**config.mk**
```make
export PLATFORM = sky130hd
export DESIGN_NAME = calc_ring_queue
export DESIGN_NICKNAME = d
export VERILOG_FILES = /design/src/rtl/calc_ring_queue.sv
export SDC_FILE = /design/constraint.sdc
export NUM_CORES = 1
export LEC_CHECK = 0
export ABC_CLOCK_PERIOD_IN_PS = 11000
export BUFFER_PORTS_ARGS = -buffer_cell sky130_fd_sc_hd__buf_2
export CAP_MARGIN = 20
export CORE_UTILIZATION = 50
export CTS_BUF_LIST = sky130_fd_sc_hd__clkbuf_16
export DETAILED_ROUTE_END_ITERATION = 10
export PLACE_DENSITY = 0.67
export SYNTH_ARGS = -nofsm -noshare
export SYNTH_HDL_FRONTEND = slang
export SYNTH_SLANG_ARGS = --single-unit
export TNS_END_PERCENT = 50
```
**constraint.sdc**
```tcl
create_clock -name clk -period 11 [get_ports clk]
set_clock_uncertainty 0.15 [all_clocks]
set_input_delay 2.75 -clock clk [delete_from_list [all_inputs] [get_ports clk]]
set_output_delay 2.75 -clock clk [all_outputs]
set_load 0.01 [all_outputs]
```
**src/rtl/calc_ring_queue.sv**
```systemverilog
// Operand queue for the stream calculator: a ring buffer with an integrated ALU,
// a bit-serial shift-add multiplier and a sticky error flag.
module calc_ring_queue #(
  parameter int W     = 8,
  parameter int DEPTH = 16
) (
  input  logic                         clk,
  input  logic                         rst,
  input  logic                         apply,
  input  logic [3:0]                   op,
  input  logic [W-1:0]                 in,
  input  logic                         clr_err,
  output logic                         ready,
  output logic [W-1:0]                 first,
  output logic [W-1:0]                 second,
  output logic [W-1:0]                 tail,
  output logic [$clog2(DEPTH+1)-1:0]   count,
  output logic                         empty,
  output logic                         full,
  output logic                         valid,
  output logic [2:0]                   err_code
);

  localparam int CW = $clog2(DEPTH+1);
  localparam int IW = (DEPTH > 1) ? $clog2(DEPTH) : 1;
  localparam int SW = CW + 1;
  localparam int MW = $clog2(W+1);

  typedef enum logic [3:0] {
    OP_ADD  = 4'd0,
    OP_SUB  = 4'd1,
    OP_AND  = 4'd2,
    OP_OR   = 4'd3,
    OP_MUL  = 4'd4,
    OP_PUSH = 4'd5,
    OP_POP  = 4'd6,
    OP_DUP  = 4'd7,
    OP_CLR  = 4'd8
  } op_t;

  typedef enum logic {S_IDLE, S_MUL} state_t;

  logic [W-1:0]  mem [DEPTH];
  logic [IW-1:0] head;
  state_t        state;

  logic [W-1:0]  mul_a, mul_b, mul_acc, product;
  logic [MW-1:0] mul_cnt;

  logic [IW-1:0] idx1, idx2, app_idx, tail_idx;
  logic          accept, cmd_err;
  logic [2:0]    cmd_code;
  logic [W-1:0]  alu_res;
  logic          mem_we;
  logic [W-1:0]  mem_wdata;

  // Sums never reach 2*DEPTH, so one conditional subtract is a full modulo.
  function automatic logic [IW-1:0] wrap(input logic [SW-1:0] x);
    logic [SW-1:0] r;
    r = (x >= SW'(DEPTH)) ? x - SW'(DEPTH) : x;
    return IW'(r);
  endfunction

  always_comb begin
    idx1     = wrap(SW'(head) + SW'(1));
    idx2     = wrap(SW'(head) + SW'(2));
    app_idx  = wrap(SW'(head) + SW'(count));
    tail_idx = (count == '0) ? head : wrap(SW'(head) + SW'(count) - SW'(1));
  end

  always_comb begin
    accept   = apply && ready;
    cmd_err  = 1'b0;
    cmd_code = 3'd0;
    case (op)
      OP_ADD, OP_SUB, OP_AND, OP_OR, OP_MUL: begin
        if (count < CW'(2)) begin cmd_err = 1'b1; cmd_code = 3'd1; end
      end
      OP_PUSH: begin
        if (count == CW'(DEPTH)) begin cmd_err = 1'b1; cmd_code = 3'd2; end
      end
      OP_POP: begin
        if (count == '0) begin cmd_err = 1'b1; cmd_code = 3'd1; end
      end
      OP_DUP: begin
        if (count == '0) begin
          cmd_err = 1'b1; cmd_code = 3'd1;
        end else if (count == CW'(DEPTH)) begin
          cmd_err = 1'b1; cmd_code = 3'd2;
        end
      end
      OP_CLR: ;
      default: begin cmd_err = 1'b1; cmd_code = 3'd3; end
    endcase
  end

  always_comb begin
    case (op)
      OP_ADD:  alu_res = first + second;
      OP_SUB:  alu_res = first - second;
      OP_AND:  alu_res = first & second;
      default: alu_res = first | second;
    endcase
    product = mul_acc + (mul_b[0] ? mul_a : '0);
  end

  always_comb begin
    mem_we    = 1'b0;
    mem_wdata = '0;
    if (!rst) begin
      if (state == S_MUL) begin
        if (mul_cnt == MW'(W-1)) begin
          mem_we    = 1'b1;
          mem_wdata = product;
        end
      end else if (accept && !cmd_err) begin
        case (op)
          OP_ADD, OP_SUB, OP_AND, OP_OR: begin mem_we = 1'b1; mem_wdata = alu_res; end
          OP_PUSH: begin mem_we = 1'b1; mem_wdata = in; end
          OP_DUP:  begin mem_we = 1'b1; mem_wdata = mem[head]; end
          default: ;
        endcase
      end
    end
  end

  always_ff @(posedge clk) begin
    if (mem_we) mem[app_idx] <= mem_wdata;
  end

  always_ff @(posedge clk) begin
    if (rst) begin
      head     <= '0;
      count    <= '0;
      state    <= S_IDLE;
      ready    <= 1'b1;
      valid    <= 1'b1;
      err_code <= '0;
      mul_a    <= '0;
      mul_b    <= '0;
      mul_acc  <= '0;
      mul_cnt  <= '0;
    end else begin
      // A new error on the same edge as clr_err overrides the clear.
      if (accept && cmd_err) begin
        valid <= 1'b0;
        if (valid || clr_err) err_code <= cmd_code;
      end else if (clr_err) begin
        valid    <= 1'b1;
        err_code <= '0;
      end

      case (state)
        S_IDLE: begin
          if (accept && !cmd_err) begin
            case (op)
              OP_ADD, OP_SUB, OP_AND, OP_OR: begin
                head  <= idx2;
                count <= count - CW'(1);
              end
              OP_MUL: begin
                mul_a   <= first;
                mul_b   <= second;
                mul_acc <= '0;
                mul_cnt <= '0;
                state   <= S_MUL;
                ready   <= 1'b0;
              end
              OP_PUSH, OP_DUP: count <= count + CW'(1);
              OP_POP: begin
                head  <= idx1;
                count <= count - CW'(1);
              end
              OP_CLR: begin
                head  <= '0;
                count <= '0;
              end
              default: ;
            endcase
          end
        end
        S_MUL: begin
          mul_acc <= product;
          mul_a   <= mul_a << 1;
          mul_b   <= mul_b >> 1;
          mul_cnt <= mul_cnt + MW'(1);
          if (mul_cnt == MW'(W-1)) begin
            head  <= idx2;
            count <= count - CW'(1);
            state <= S_IDLE;
            ready <= 1'b1;
          end
        end
        default: state <= S_IDLE;
      endcase
    end
  end

  always_comb begin
    empty  = (count == '0);
    full   = (count == CW'(DEPTH));
    first  = (count >= CW'(1)) ? mem[head]     : '0;
    second = (count >= CW'(2)) ? mem[idx1]     : '0;
    tail   = (count >= CW'(1)) ? mem[tail_idx] : '0;
  end

endmodule

```
==> qor.csv <==
metric,value,unit
p_leak,4.24,nW
fill_cells,1755,
grt_pass1_wl,44.4,mm
clk_pin_slew,0.08,ns
cts_buffer_depth,2,
clockRootBuffer,clkbuf_16,
area_growth,10.4,%
min_period,6.98,ns
yosysSeqAreaShare,0.437,
vias_per_cell,6.66,
worst_setup_path_end_kind,output pin,
setup_viol,0,
syn_area_per_cell,13.1,µm²
synth.distinct_cells,83,
ys_seq_elements,174,
synthArstFlopShare,0,
grt_overflow,0,
syn_inst,829,
totalWireLength,29.4,mm
cts_tree,yes,
start_util,0.513,
drtIter0Drc,716,
track_usage,0.275,
place.gp.congestion,0.999,
antenna_found_initial,0,
clk_latency,0.45,ns
finalHoldViolCount,0,
fmax,143,MHz
place_hpwl,19.4,mm
power,1.71,mW
rsz0062_at_grt,no,
drive_gt1_frac,0.272,
detail_route.wl_per_cell,25.3,µm
ioPinCount,52,
drc,0,
ant_nets,0,
cts-buffers-inserted,17,
period_share,0.635,
peakVddDrop,0.0958,mV
first_global_vias,7453,
dieHeight,150,µm
cts_resized,0,
drt_pass1_iterations,5,
setup_tns,0,ns
port_buffers,50,
ys_warn_count,0,
htreeDepth,4,
synth_edf_count,128,
slew_headroom,0.279,
rows,53,
criticalPathCategory,register to output pin,
drv_cap,0,
syn_nets,880,
cp.required,8.10,ns
die-area,22400,µm²
syn_area,10900,µm²
cp_max_fo,32,
die_w,150,µm
power.density,142,nW/µm²
vias,7743,
core-area,21200,µm²
status,"finished, final reports clean",
nets,925,
min_path_type,register to register,
synth_flop_cell,edfxtp_1,
post-cts-setup-buffers,0,
cts_sinks,174,
maxSlewViolCount,0,
cp-start-kind,register,
postCtsHoldBufs,0,
diodes,0,
arrival,4.08,ns
grt_max_degree,54,
tightestPinTransition,1.08,ns
-- worst paths after layout --
check,cells after the start,end,slack (ns),start
max reg2reg,21,mem[1][7],4.34,head[0]
max,12,tail[0],4.02,count[0]
min reg2reg,2,mul_acc[6],0.32,mul_acc[6]
min,2,mul_acc[6],0.32,mul_acc[6]
-- kinds of logic (layout without fill, tap and decap cells) --
logic type      count (synthesis)  in the layout  share of synthesized area
buf+inv                        76            134                     0.0373
compound gates                168            168                      0.111
mux                           134            134                      0.248
xor+xnor                       26             26                     0.0209
other cells                     1              1                   0.000344
flops                         174            174                      0.437
simple gates                  211            211                     0.0994
fa+ha+maj                      39             39                     0.0462
-- worst max-delay path, cell delays in order (launching register included) --
cell and delay [ns]:
dfxtp_1 0.55, inv_1 0.15, ha_1 0.21, nor3b_1 0.17
nand2b_1 0.44, nor2_1 0.16, a21oi_4 0.13, buf_4 0.50
mux4_2 0.56, nor2b_1 0.14, a211oi_1 0.28, a211oi_1 0.12
buf_2 0.20
-- layer usage --
layer / global-route usage / up-vias / routed length, µm
met4: 0.126 / 0 / 1100
li1: - / 3415 / -
met3: 0.0591 / 78 / 2650
met1: 0.372 / 3871 / 11900
met2: 0.424 / 379 / 13700
met5: 0 / - / 0
-- power by group --
group	internal, mW	switching, mW	total (mW)
registers	0.700	0.00685	0.707
clock network	0.320	0.280	0.600
logic	0.174	0.226	0.401
total	1.19	0.513	1.71
-- layout by cell type (no fill, tap or decap), drive strengths merged, types with 4 or more instances in the layout --
cell	n
mux2	10
nand2b	5
nand4	5
o21a	5
a211oi	27
mux2i	20
a21o	4
o21ai	24
edfxtp	128
and2	13
or2	6
inv	24
a22o	4
dfxtp	46
ha	32
xnor2	17
nand2	27
nand3	15
mux4	104
a22oi	14
clkinv	8
buf	82
maj3	4
xor2	9
nor2	87
a21oi	39
nor3	10
a222oi	14
clkbuf	17
a31oi	5
nor2b	23
-- stage by stage --
step           hold slack (ns)   util  std cells  setup slack, ns  cell area, µm²
6_report                 0.323  0.566       1162             4.02           12000
5_1_grt                  0.345  0.566       1162             3.73           12000
4_1_cts                  0.326  0.565       1158             4.00           12000
3_5_place_dp             0.316  0.537       1126             3.96           11400
3_3_place_gp             0.301  0.536       1124             4.06           11400
2_1_floorplan            0.291      -        829             4.42           10900
-- Yosys cell counts (17+ instances only) --
library cell / count / area (µm²)
nor2_1: 85 / 319
a21oi_1: 38 / 190
buf_2: 19 / 95.1
clkbuf_1: 22 / 82.6
nand2_1: 27 / 101
edfxtp_1: 128 / 3840
xnor2_1: 17 / 149
ha_1: 32 / 400
mux2i_1: 20 / 200
a211oi_1: 27 / 203
mux4_2: 93 / 2090
inv_1: 17 / 63.8
dfxtp_1: 46 / 921
nor2b_1: 21 / 131
-- state kept, by name (all words and copies together) (netlist names), named ones only --
| register | cells |
|---|---|
| mul_a | 8 |
| mul_acc | 8 |
| count | 5 |
| mem | 128 |
| state | 1 |
| valid | 1 |
| mul_cnt | 4 |
| head | 4 |
| mul_b | 8 |
| ready | 1 |
| err_code | 2 |
-- final cells by class --
cell class                 instances  area, µm²  area share
clock buffer                      17        425      0.0354
clock inverter                    15        159      0.0132
inverter                          20       77.6     0.00645
multi-input combinational        579       5750       0.478
sequential                       174       4770       0.397
tap                              275        344      0.0286
timing repair buffer              82        498      0.0414
Power figures use the tool's default switching activity.
